### config.mk
export PLATFORM = sky130hd
export DESIGN_NAME = lcd_figure_sequencer
export DESIGN_NICKNAME = d
export VERILOG_FILES = /design/src/rtl/lcd_figure_sequencer.sv
export SDC_FILE = /design/constraint.sdc
export NUM_CORES = 1
export LEC_CHECK = 0
export ABC_AREA = 1
export CAP_MARGIN = 15
export CORE_ASPECT_RATIO = 0.9
export CORE_MARGIN = 5
export CORE_UTILIZATION = 35
export CTS_CLUSTER_DIAMETER = 60
export CTS_CLUSTER_SIZE = 8
export DETAILED_ROUTE_END_ITERATION = 8
export MAX_ROUTING_LAYER = met4
export PLACE_DENSITY = 0.58
export SETUP_SLACK_MARGIN = 0.5
export SYNTH_ARGS = -nofsm -noshare
export SYNTH_HDL_FRONTEND = slang
export SYNTH_SLANG_ARGS = --single-unit
### constraint.sdc
create_clock -name clk -period 3.2 [get_ports clk]
set_input_delay 0.96 -clock clk [delete_from_list [all_inputs] [get_ports clk]]
set_output_delay 0.96 -clock clk [all_outputs]
set_load 0.1 [all_outputs]
### src/rtl/lcd_figure_sequencer.sv
// Mood/need figure sequencer feeding the HD44780 custom-character LCD.
// Optional macro LCD_SEQ_PRIORITY_EN: critical-health override.
module lcd_figure_sequencer #(
  parameter int STAT_W      = 7,
  parameter int LOW_THR     = 30,
  parameter int HIGH_THR    = 70,
`ifdef LCD_SEQ_PRIORITY_EN
  parameter int CRIT_THR    = 10,
`endif
  parameter int HOLD_FRAMES = 4
) (
  input  logic              clk,
  input  logic              reset,
  input  logic              stats_valid,
  input  logic [STAT_W-1:0] stat_energy,
  input  logic [STAT_W-1:0] stat_fun,
  input  logic [STAT_W-1:0] stat_food,
  input  logic [STAT_W-1:0] stat_health,
  input  logic              frame_done,
  output logic [4:0]        select_figures,
  output logic              ready_o,
  output logic              fig_update
);

  typedef enum logic [1:0] {
    IDLE,
    EVAL,
    SHOW,
    ADVANCE
  } state_t;

  localparam logic [STAT_W-1:0] LOW_T  = STAT_W'(LOW_THR);
  localparam logic [STAT_W-1:0] HIGH_T = STAT_W'(HIGH_THR);
`ifdef LCD_SEQ_PRIORITY_EN
  localparam logic [STAT_W-1:0] CRIT_T = STAT_W'(CRIT_THR);
`endif
  localparam logic [7:0] HOLD_LAST = 8'(HOLD_FRAMES - 1);

  state_t            state;
  logic [STAT_W-1:0] s_energy;
  logic [STAT_W-1:0] s_fun;
  logic [STAT_W-1:0] s_food;
  logic [STAT_W-1:0] s_health;
  logic [7:0]        hold_cnt;
  logic [1:0]        ptr;

  logic [3:0] low;
  logic       high_all;
  logic       found;
  logic [1:0] cand;
  logic [1:0] nxt_ptr;
  logic [1:0] nxt_fig1;
  logic [2:0] nxt_fig2;
  logic [4:0] nxt_sel;

  always_comb begin
    low = {s_health < LOW_T, s_food < LOW_T,
           s_fun < LOW_T, s_energy < LOW_T};
    high_all = (s_energy >= HIGH_T) && (s_fun >= HIGH_T)
            && (s_food >= HIGH_T) && (s_health >= HIGH_T);
    if (|low)
      nxt_fig1 = 2'b01;
    else if (high_all)
      nxt_fig1 = 2'b00;
    else
      nxt_fig1 = 2'b11;
    // Round-robin from the slot after the last shown need.
    found   = 1'b0;
    cand    = ptr;
    nxt_ptr = ptr;
    for (int k = 1; k <= 4; k++) begin
      cand = ptr + 2'(k);
      if (!found && low[cand]) begin
        found   = 1'b1;
        nxt_ptr = cand;
      end
    end
    nxt_fig2 = found ? {1'b0, nxt_ptr} : 3'b100;
`ifdef LCD_SEQ_PRIORITY_EN
    if (s_health < CRIT_T) begin
      nxt_fig1 = 2'b01;
      nxt_fig2 = 3'b011;
      nxt_ptr  = 2'd3;
    end
`endif
    nxt_sel = {nxt_fig1, nxt_fig2};
  end

  always_ff @(posedge clk) begin
    if (!reset) begin
      state          <= IDLE;
      select_figures <= 5'b11100;
      ready_o        <= 1'b0;
      fig_update     <= 1'b0;
      hold_cnt       <= '0;
      ptr            <= 2'd3;
      s_energy       <= '0;
      s_fun          <= '0;
      s_food         <= '0;
      s_health       <= '0;
    end else begin
      fig_update <= 1'b0;
      if (stats_valid) begin
        s_energy <= stat_energy;
        s_fun    <= stat_fun;
        s_food   <= stat_food;
        s_health <= stat_health;
      end
      unique case (state)
        IDLE: begin
          if (stats_valid)
            state <= EVAL;
        end
        EVAL: begin
          select_figures <= nxt_sel;
          fig_update     <= (nxt_sel != select_figures);
          ptr            <= nxt_ptr;
          ready_o        <= 1'b1;
          state          <= SHOW;
        end
        SHOW: begin
          if (frame_done) begin
            if (hold_cnt == HOLD_LAST)
              state <= ADVANCE;
            else
              hold_cnt <= hold_cnt + 8'd1;
          end
        end
        ADVANCE: begin
          hold_cnt <= '0;
          state    <= EVAL;
        end
        default: state <= IDLE;
      endcase
    end
  end

endmodule
After elaboration in Yosys (flattened, before gate mapping):

Cells that the tools add are included.
W data, S select, Z words.

* output and inout bits: 7
* input port bits: 32
* flip-flop bits (word level): 47
* word-level logic and storage cells: 76

* $lt $le $gt $ge: 12
* reduce and logical (&&, ||, !) cells: 15
* mux-type cells: 26
* add/sub/neg operators: 4
* equality and inequality tests: 9

Operator list (count)
* $ge A7 B7 Y1 const B: 4
* $lt A7 B5 Y1 const B: 4
* $mux W2: 9
* $mux W8: 2
* $pmux W8 S2: 1
* $lt A2 B3 Y1 const B: 4
* $add A8 B1 Y8 const B: 1
* $bmux W1 S2: 4
* $eq A8 B2 Y1 const B: 1
* $mux W1: 8
* $ne A2 B2 Y1 const B: 4
* $pmux W2 S4: 1
* $logic_and A1 B1 Y1: 6
* $reduce_and A3 Y1: 2
* $ne A5 B5 Y1: 1
* $add A2 B2 Y2 const B: 2
* $eq A2 B2 Y1 const B: 2
* $reduce_or A4 Y1: 1
* $logic_not A1 Y1: 3
* $mux W3: 1
* $add A2 B1 Y2 const B: 1
* $eq A2 B1 Y1 const B: 1
* $logic_not A2 Y1: 1
* $reduce_and A2 Y1: 1
* $reduce_bool A2 Y1: 1

Logic depth before layout (Yosys ltp):

Gate-level depths: netlist (run 1).

* depth in word-level cells: 15
* gate-level depth with buffers: 17
* gate-level depth less buffers: 17

Worst setup path after synthesis (run 1):

No wires, ideal clock.

* path kind: reg2out
* start: reg select_figures[3]
* end: out select_figures[3]
* path slack: 1.285 ns
* data required time: 2.240 ns
* stages on the path, launching flop included: 1
* arrival: 0.955 ns
* buffers on the path: 0
* cell sequence: dfxtp_1

RTL lines
* start, declared: RTL line 20 `output logic [4:0] select_figures,`
* start signal, assigned: RTL line 115 `select_figures <= nxt_sel;`

No word-level cell between the ends.

Worst setup path after layout (run 1):

* start: in frame_done
* end: reg hold_cnt[2]

* longest elaborated chain between the ends: 2

RTL lines
* start, declared: RTL line 19 `input logic frame_done,`
* $ne A2 B2 Y1 (no line)
* $reduce_and A3 Y1 (no line)
* end signal, assigned: RTL line 126 `hold_cnt <= hold_cnt + 8'd1;`
* end, declared: RTL line 44 `logic [7:0] hold_cnt;`

No other way between the ends.
A chain may end at the register's enable or synchronous reset.

==> flow_summary.yaml, run 1 <==
clocking:
  tritoncts: "built"
  clkSlewWorstSetupHoldPaths_ps: 80
  cts_buffer_depth: 2
  post_cts_resize_count: 0
  cts_buffers: 5
  cts-root-buf: "clkbuf_8"
  clk_latency_ps: 290
  cts_setup_buffers: 0
  h-tree-depth: 2
  holdBufCountCts: 0
  clock_sinks: 43
drt:
  drt_wl_total_um: 4740
  viasPerCell: 4.77
  drt_iter0_drc: 109
  final_antenna_net_count: 0
  drc: 0
  drt-pass1-iter-count: 4
  vias: 2061
  wl_per_cell_um: 11.0
critical_path:
  cp-start-kind: "input port"
  slowest_delay_ps: 490
  crit_path_end_kind: "flip-flop"
  crit_buf_inv: 2
  worstSetupPathType: "input port to flip-flop"
  crit_family: "compound AO/OA/AOI/OAI gates"
  cp.required_ps: 3390
  cpMaxStageDelayCell: "clkdlybuf4s50_1"
  cp_max_fo: 8
  path_cells: "clkdlybuf4s50_1 -> nand2_1 -> o21ai_2 -> inv_2 -> o21ai_1 -> nor2_1 -> o21a_1"
  cp.arrival_ps: 2370
logic_synthesis:
  netlist.area_leader.share_pct: 39.7
  syn-num-nets: 362
  syn_area_um2: 2170
  ys.warnings.count: 0
  ys_ff_latch: 43
  yosys.cell_types.count: 32
  syn_inst: 325
  yosys.area.top_type: "dfxtp_1"
  avgSynthCellArea_um2: 6.66
  ys_seq_area_share_pct: 39.7
  synth_area_leaders: "dfxtp_1, nor2_1, nand2_1, o21ai_0, inv_1"
final_layout:
  drive_gt1_share_pct: 8.33
  regArea_um2: 861
  nNetsFinal: 397
  fillers: 650
  areaGrowthSynthToFinish_pct: 22.2
  diodes: 0
  multi_input_area_um2: 1130
place:
  place_congestion: 0.834
  portBuffers: 34
  dp_hpwl_um: 3510
pwr:
  p_per_area_nw_per_um2: 765
  leakagePower_nw: 1.22
  vdd_drop_max_uv: 206
  power.total_w: 0.00202
global_route:
  grt_start_max_net_pins: 30
  grt_pass1_wl_um: 8010
  grt_usage_pct: 12.8
  grt_overflow: 0
  antenna_found_initial: 0
  grt_pass1_vias: 1837
floorplanning:
  die_area_um2: 7860
  chipWidth_um: 92.9
  pin_count: 39
  num_rows: 27
  dieHeight_um: 84.6
  start_util_pct: 35.6
  fp.coreArea_um2: 6080
sta:
  finalClockSkew_ps: 9.67
  finalSetupViolCount: 0
  grt_setup_unrepaired: "no"
  hold_ws_ps: 448
  hold_violations: 0
  min_period_ps: 2180
  finalCritPeriodShare_pct: 68.2
  slew_headroom_pct: 68.0
  fmax_ghz: 0.458
  tightest_slew_ps: 476
  fin_tns_setup_ps: 0
  drv_slew: 0
worst_hold_path:
  worst_hold_path_type: "flip-flop to flip-flop"
run:
  cap_violations: 0
outcome:
  outcome: "finished, final reports clean"
final timing paths:
check,slack [ps],cells after the start,from,end
max,1020,7,frame_done,hold_cnt[2]$_SDFFE_PN0P_
min,450,2,ready_o$_SDFFE_PN0N_,ready_o$_SDFFE_PN0N_
max reg2reg,1290,10,hold_cnt[1]$_SDFFE_PN0P_,hold_cnt[2]$_SDFFE_PN0P_
min reg2reg,450,2,ready_o$_SDFFE_PN0N_,ready_o$_SDFFE_PN0N_
cells in the mapped netlist:
cell type	number
ha_1	5
xnor2_1	1
o21ai_2	2
a211oi_1	1
xnor2_2	1
and3_1	1
nor4_1	1
o21ai_1	1
nand3b_1	1
inv_4	1
o21ai_0	29
a22oi_1	2
dfxtp_1	43
xor2_1	1
inv_1	32
clkbuf_1	7
buf_1	1
a31oi_1	2
nand2_2	6
buf_6	1
nand4_1	3
a21oi_1	12
nand2_1	64
inv_2	2
o211ai_1	1
nand3_1	23
o22ai_1	1
nor3b_1	3
o21a_1	1
nor2_2	1
nor2_1	69
nor3_1	6
cells by family (layout without fill, tap and decap cells):
logic type               after synthesis  count (layout)  share of synthesized area [%]
AO/OA/AOI/OAI                         52              52                           13.1
XOR/XNOR                               3               3                           1.56
adder cells (fa/ha/maj)                5               5                           2.89
buffers and inverters                 44              79                           8.09
flip-flops                            43              43                           39.7
AND/OR/NAND/NOR                      178             178                           34.6
layer usage:
layer	global-route usage [%]	vias to the layer above	part of all wire (%)
li1	-	1108	-
met1	16.9	910	51
met2	19.0	39	43
met3	3.76	4	5.1
met4	3.20	0	0.61
met5	-	-	0
per-stage QoR:
step                std cells  worst slack, ps  util [%]  cell area (µm²)
floorplan                 325             1290         -             2170
global placement          425              707      42.1             2560
detailed placement        425              707      42.1             2560
CTS                       432             1020      43.5             2650
global route              432              928      43.5             2650
finish                    432             1020      43.5             2650
flip-flops by register name, indices dropped and copies added (netlist names):
signal          cells
fig_update          1
hold_cnt            8
ptr                 2
ready_o             1
s_energy            6
s_food              6
s_fun               6
s_health            6
select_figures      5
state               2
worst min-delay path: stages, from the launching register on:
cell and delay [ps]:
dfxtp_1 320, nand2_1 50, nand2_1 40
where the power goes:
group          internal (W)  switching [W]  leakage (nW)
logic              0.000305       0.000679         0.821
clock network      0.000169       0.000178        0.0470
registers          0.000617      0.0000776         0.355
layout make-up:
cell class              count  area share (%)
repair buffers             37            13.0
well taps                  72            3.40
clock inverters             1           0.189
clock buffers               6            3.12
flip-flops and latches     43            32.5
multi-input cells         238            42.7
inverters                  35            5.06
placed cells by master, fill, tap and decap left out, types with 2 or more instances in the layout:
cell type	instances
nor2_1	69
nand2_1	64
dfxtp_1	43
inv_1	32
o21ai_0	29
clkdlybuf4s50_1	27
nand3_1	23
a21oi_1	12
buf_4	10
nor3_1	6
nand2_2	6
clkbuf_8	6
ha_1	5
nand4_1	3
nor3b_1	3
o21ai_2	2
inv_2	2
a22oi_1	2
a31oi_1	2
Note: power is estimated with default switching activity, not from simulation.
==> run 2, diff against run 1 <==
--- a/config.mk
+++ b/config.mk
@@ -14,7 +14,7 @@
 export CTS_CLUSTER_SIZE = 8
 export DETAILED_ROUTE_END_ITERATION = 8
 export MAX_ROUTING_LAYER = met4
-export PLACE_DENSITY = 0.58
+export PLACE_DENSITY = 0.6
 export SETUP_SLACK_MARGIN = 0.5
 export SYNTH_ARGS = -nofsm -noshare
 export SYNTH_HDL_FRONTEND = slang
==> constraint.sdc (replaced) <==
create_clock -name clk -period 1.99 [get_ports clk]
set_input_delay 0.597 -clock clk [delete_from_list [all_inputs] [get_ports clk]]
set_output_delay 0.597 -clock clk [all_outputs]
set_load 0.1 [all_outputs]
==> run 2 against run 1 <==
  * Sequential power rose by 73%
  * Final cell count up 6.0%
  * Global-route usage up 1.5 points
  * First-iteration DRC count is 44% lower
  * Critical path depth rose by 3
  * Worst hold slack better by 17 ps
  * Critical endpoint unchanged
  * Routed wire length grew 23%
  * Via count up 8.9%
==> flow_summary.yaml, run 2 (synthesis results as in run 1) <==
run:
  cap_violations: 0
critical_path:
  cp-start-kind: "flip-flop"
  cp.arrival_ps: 1870
  worstReg2RegStart: "hold_cnt[1]$_SDFFE_PN0P_"
  r2r_slack_ps: 320
  r2r-end: "hold_cnt[2]$_SDFFE_PN0P_"
  crit_buf_inv: 2
  worstSetupPathType: "flip-flop to flip-flop"
  path_cells: "ha_4 -> inv_2 -> nor3_2 -> a21oi_2 -> nand2_2 -> o21ai_4 -> inv_4 -> o21ai_4 -> nor2_1 -> o21a_1"
  cpMaxStageDelayCell: "dfxtp_2"
  rr_worst_depth: 10
  cp_common_cell: "o21ai_4"
  slowest_delay_ps: 350
  crit_family: "compound AO/OA/AOI/OAI gates"
  cp.required_ps: 2180
  crit_path_end_kind: "flip-flop"
  cp_max_fo: 7
sta:
  fmax_ghz: 0.597
  finalClockSkew_ps: 5.12
  min_period_ps: 1670
  tightest_slew_ps: 315
  slew_headroom_pct: 79.0
  hold_violations: 0
  drv_slew: 0
  finalCritPeriodShare_pct: 84.1
  finalSetupViolCount: 0
  fin_tns_setup_ps: 0
  grt_setup_unrepaired: "yes"
clocking:
  holdBufCountCts: 0
  clk_latency_ps: 290
  cts_buffers: 5
  tritoncts: "built"
  cts-root-buf: "clkbuf_8"
  clock_sinks: 43
  cts_buffer_depth: 2
  clkSlewWorstSetupHoldPaths_ps: 80
  h-tree-depth: 2
final_layout:
  layout_common_cells: "nor2_1, nand2_1, dfxtp_2, inv_1, o21ai_0"
  regArea_um2: 907
  multi_input_area_um2: 1450
  final_common_cell: "nor2_1"
  fillers: 593
  drive_gt1_share_pct: 37.3
  nNetsFinal: 422
  final_area_um2: 3310
  largest_reg_flops: 8
  top_register: "hold_cnt"
  areaGrowthSynthToFinish_pct: 52.7
  final_core_util_pct: 54.4
  diodes: 0
global_route:
  grt_overflow: 0
  antenna_found_initial: 0
  grt_usage_pct: 14.2
  grt_pass1_vias: 2087
  grt_pass1_wl_um: 8960
  grt_start_max_net_pins: 27
pwr:
  vdd_drop_max_uv: 371
  p_per_area_nw_per_um2: 1250
  leakagePower_nw: 1.48
floorplanning:
  pin_count: 39
  chipWidth_um: 92.9
  die_area_um2: 7860
  fp.coreArea_um2: 6080
  start_util_pct: 35.6
  num_rows: 27
  dieHeight_um: 84.6
drt:
  final_antenna_net_count: 0
  wl_per_cell_um: 12.7
  drc: 0
  drt-pass1-iter-count: 4
  drt_iter0_drc: 61
  vias: 2244
  drt_wl_total_um: 5820
  viasPerCell: 4.90
worst_hold_path:
  min_delay_path_depth: 2
  hp-start: "ready_o$_SDFFE_PN0N_"
  hold_path_end: "ready_o$_SDFFE_PN0N_"
  worst_hold_path_type: "flip-flop to flip-flop"
place:
  dp_hpwl_um: 3460
  place_congestion: 0.877
  portBuffers: 34
  dpl-instance-area_um2: 2680
outcome:
  outcome: "finished, final reports clean"
## run 2: cell types whose count changed in the layout (fill, tap and decap cells not counted), moves of 6 or more
| cell | delta |
|---|---|
| nand2_2 | +15 |
| buf_12 | +7 |
| dfxtp_1 | -33 |
| buf_6 | +6 |
| nor2_4 | +7 |
| nand2_1 | -22 |
| dfxtp_2 | +31 |
| nor2_1 | -9 |
| nand2_4 | +7 |
| buf_4 | +12 |
## run 2: final cells by class
class | count | area share, %
multi-input cells | 238 | 43.7
clock inverters | 1 | 0.151
clock buffers | 7 | 2.31
repair buffers | 62 | 19.4
inverters | 35 | 4.20
flip-flops and latches | 43 | 27.4
well taps | 72 | 2.72
## run 2: through the flow
stage | hold WS [ps] | power, W | worst slack (ps) | instances
floorplan | 448 | 0.00242 | 471 | 325
global placement | 451 | 0.00286 | 62.6 | 426
detailed placement | 453 | 0.00289 | 78.2 | 426
CTS | 465 | 0.00375 | 402 | 451
global route | 476 | 0.00439 | 233 | 458
finish | 465 | 0.00412 | 316 | 458
## run 2: how the worst max path moves through the flow
| stage | cells after the start | end | slack [ps] | startpoint |
|---|---|---|---|---|
| finish | 10 | hold_cnt[2]$_SDFFE_PN0P_ | 320 | hold_cnt[1]$_SDFFE_PN0P_ |
| global route | 15 | fig_update$_SDFF_PN0_ | 230 | s_energy[2]$_SDFFE_PN0P_ |
| CTS | 15 | fig_update$_SDFF_PN0_ | 400 | s_energy[6]$_SDFFE_PN0P_ |
| detailed placement | 7 | hold_cnt[2]$_SDFFE_PN0P_ | 80 | frame_done |
| global placement | 7 | hold_cnt[2]$_SDFFE_PN0P_ | 60 | frame_done |
| floorplan | 15 | fig_update$_SDFF_PN0_ | 470 | ptr[0]$_SDFFE_PN1N_ |
## run 2: tightest hold or removal path: stages (launching register included)
cell	delay (ps)
dfxtp_2	340
nand2_1	50
nand2_1	40
## run 2: repair_timing
item                                    in CTS  in global routing
pin swaps                                   15                 19
endpoints found under the setup margin      21                 15
resized for setup                           49                 71
setup buffers                               17                  7
hold endpoints to repair                     0                  0
## run 2: per-layer routing
metal	share of wire [%]	wire [µm]	GRT usage, %	up-vias
met5	0	0	-	-
met4	1.4	81	3.99	0
met3	3.4	199	3.23	10
met2	52	3020	24.5	45
met1	43	2510	16.5	1025
li1	-	-	-	1164
## run 2: power breakdown
part	internal, W	switching (W)	total (W)	leakage [nW]
clock	0.000247	0.000293	0.000540	0.0422
sequential	0.00102	0.000179	0.00120	0.363
combinational	0.00100	0.00138	0.00238	1.08
==> run 3, diff against run 2 <==
--- a/config.mk
+++ b/config.mk
@@ -14,7 +14,7 @@
 export CTS_CLUSTER_SIZE = 8
 export DETAILED_ROUTE_END_ITERATION = 8
 export MAX_ROUTING_LAYER = met4
-export PLACE_DENSITY = 0.6
+export PLACE_DENSITY = 0.58
 export SETUP_SLACK_MARGIN = 0.5
 export SYNTH_ARGS = -nofsm -noshare
 export SYNTH_HDL_FRONTEND = slang
==> constraint.sdc (replaced) <==
create_clock -name clk -period 1.7 [get_ports clk]
set_input_delay 0.51 -clock clk [delete_from_list [all_inputs] [get_ports clk]]
set_output_delay 0.51 -clock clk [all_outputs]
set_load 0.1 [all_outputs]
==> run 3 against run 2 <==
  * Clock skew shrank 0.66 ps
  * Fmax shrank 0.46%
  * Worst hold slack gained 1.1 ps
  * Sequential share of layout area shrank 1.8 points
  * Die area is the same
  * Via count grew 2.9%
  * Register-to-register slack lost 300 ps
  * First-iteration DRC count grew 44%
  * Critical path type unchanged
  * Critical endpoint is now hold_cnt[4]$_SDFFE_PN0P_
==> flow_summary.yaml, run 3 (synthesis results as in run 1) <==
final_layout:
  nNetsFinal: 436
  layout_common_cells: "nor2_1, nand2_1, buf_4, dfxtp_2, nand2_2"
  top_register: "hold_cnt"
  areaGrowthSynthToFinish_pct: 64.4
  drive_gt1_share_pct: 44.8
  final_common_cell: "nor2_1"
  diodes: 0
  largest_reg_flops: 8
place:
  portBuffers: 34
  place_congestion: 0.801
  dp_hpwl_um: 3770
sta:
  hold_ws_ps: 466
  min_period_ps: 1680
  grt_setup_unrepaired: "yes"
  finalSetupViolCount: 0
  tightest_slew_ps: 289
  finalCritPeriodShare_pct: 98.9
  drv_slew: 0
  slew_headroom_pct: 80.7
  hold_violations: 0
  fmax_ghz: 0.595
  finalClockSkew_ps: 4.45
critical_path:
  rr_worst_depth: 11
  cp_max_fo: 4
  r2r_slack_ps: 20
  worstReg2RegStart: "hold_cnt[1]$_SDFFE_PN0P_"
  crit_path_end_kind: "flip-flop"
  worstSetupPathType: "flip-flop to flip-flop"
  cp-start-kind: "flip-flop"
  cp-startpoint: "hold_cnt[1]$_SDFFE_PN0P_"
  r2r-end: "hold_cnt[4]$_SDFFE_PN0P_"
  cp.required_ps: 1880
  cp.arrival_ps: 1860
pwr:
  power.total_w: 0.00531
  sw_frac_of_total_pct: 42.0
  leakagePower_nw: 1.60
  power_frac_comb_pct: 58.5
  seq_power_share_pct: 25.9
  p_per_area_nw_per_um2: 1490
  power.share.clock_pct: 15.6
  vdd_drop_max_uv: 517
  intPower_w: 0.00308
  p_sw_w: 0.00223
drt:
  drc: 0
  drt_wl_total_um: 5750
  drt_iter0_drc: 88
  viasPerCell: 4.89
  drt-pass1-iter-count: 4
  vias: 2308
  wl_per_cell_um: 12.2
  final_antenna_net_count: 0
clocking:
  clkSlewWorstSetupHoldPaths_ps: 80
  clock_sinks: 43
  cts-root-buf: "clkbuf_8"
  h-tree-depth: 2
  clk_latency_ps: 290
  holdBufCountCts: 0
  cts_buffers: 5
  tritoncts: "built"
  cts_buffer_depth: 2
floorplanning:
  start_util_pct: 35.6
  fp.coreArea_um2: 6080
  die_area_um2: 7860
  dieHeight_um: 84.6
  num_rows: 27
  pin_count: 39
  chipWidth_um: 92.9
outcome:
  outcome: "finished, final reports clean"
worst_hold_path:
  hp-start: "ready_o$_SDFFE_PN0N_"
  worst_hold_path_type: "flip-flop to flip-flop"
  hold_path_end: "ready_o$_SDFFE_PN0N_"
  min_delay_path_depth: 2
global_route:
  antenna_found_initial: 0
  grt_pass1_wl_um: 9240
  grt_start_max_net_pins: 23
  grt_overflow: 0
  grt_pass1_vias: 2151
  grt_usage_pct: 14.6
run:
  cap_violations: 0
-- run 3: cell count changes in the layout (fill, tap and decap cells not counted), moves of 3 or more --
cell / change
buf_12: +3
buf_4: +9
inv_1: -7
inv_2: +4
nand2_1: -6
nand2_2: +5
nor2_2: +5
nor2_4: -3
o21ai_0: -3
o21ai_2: +3
-- run 3: metrics by stage --
step	area [µm²]	utilization (%)	TNS, ps	setup WS [ps]	std cells
after global placement	2860	47.0	-225	-104	438
after global routing	3560	58.5	-240	-113	472
after detailed placement	2860	47.0	-434	-135	438
after floorplan	2270	-	0	205	325
after CTS	3230	53.1	0	63.5	460
final	3560	58.5	0	18.6	472
-- run 3: how the worst max path moves through the flow --
stage          cells after the start  slack (ps)                        to
2_1_floorplan                     15         200     fig_update$_SDFF_PN0_
3_3_place_gp                       7        -100  hold_cnt[2]$_SDFFE_PN0P_
3_5_place_dp                       7        -140  hold_cnt[2]$_SDFFE_PN0P_
4_1_cts                           15          60     fig_update$_SDFF_PN0_
5_1_grt                           14        -110     fig_update$_SDFF_PN0_
6_report                          11          20  hold_cnt[4]$_SDFFE_PN0P_
-- run 3: final cells by class --
class	count	area, µm²
clock inverter	2	35.0
timing repair buffer	76	816
multi-input combinational	238	1480
clock buffer	6	82.6
tap	72	90.1
sequential	43	912
fill	570	2520
inverter	35	149
-- run 3: per-layer routing --
layer | part of all wire [%] | GRT usage, %
met2 | 51 | 25.7
met4 | 1.4 | 2.93
met3 | 3.2 | 3.23
met5 | 0 | -
met1 | 45 | 16.9
-- run 3: repair_timing --
item / in CTS / in global routing
endpoints found under the setup margin: 50 / 25
gates cloned: 1 / 0
pin swaps: 15 / 28
buffers inserted: 13 / 12
endpoints found under the hold margin: 0 / 0
resized for setup: 42 / 88
-- run 3: power by group through the flow --
| stage | combinational [W] | clock (W) | sequential, W |
|---|---|---|---|
| after global placement | 0.00227 | 0 | 0.00137 |
| after CTS | 0.00267 | 0.000854 | 0.00135 |
| after global routing | 0.00339 | 0.000895 | 0.00140 |
| after floorplan | 0.00124 | 0 | 0.00173 |
| after detailed placement | 0.00230 | 0 | 0.00137 |
| final | 0.00311 | 0.000831 | 0.00138 |
-- run 3: critical path, stage by stage, from the launching register on --
cell,delay (ps)
dfxtp_4,370
ha_4,170
inv_4,60
nor3_4,40
a21oi_2,170
nand2_2,100
o21ai_4,110
inv_4,90
buf_12,140
nor2_4,100
and3_4,180
nor3_2,40
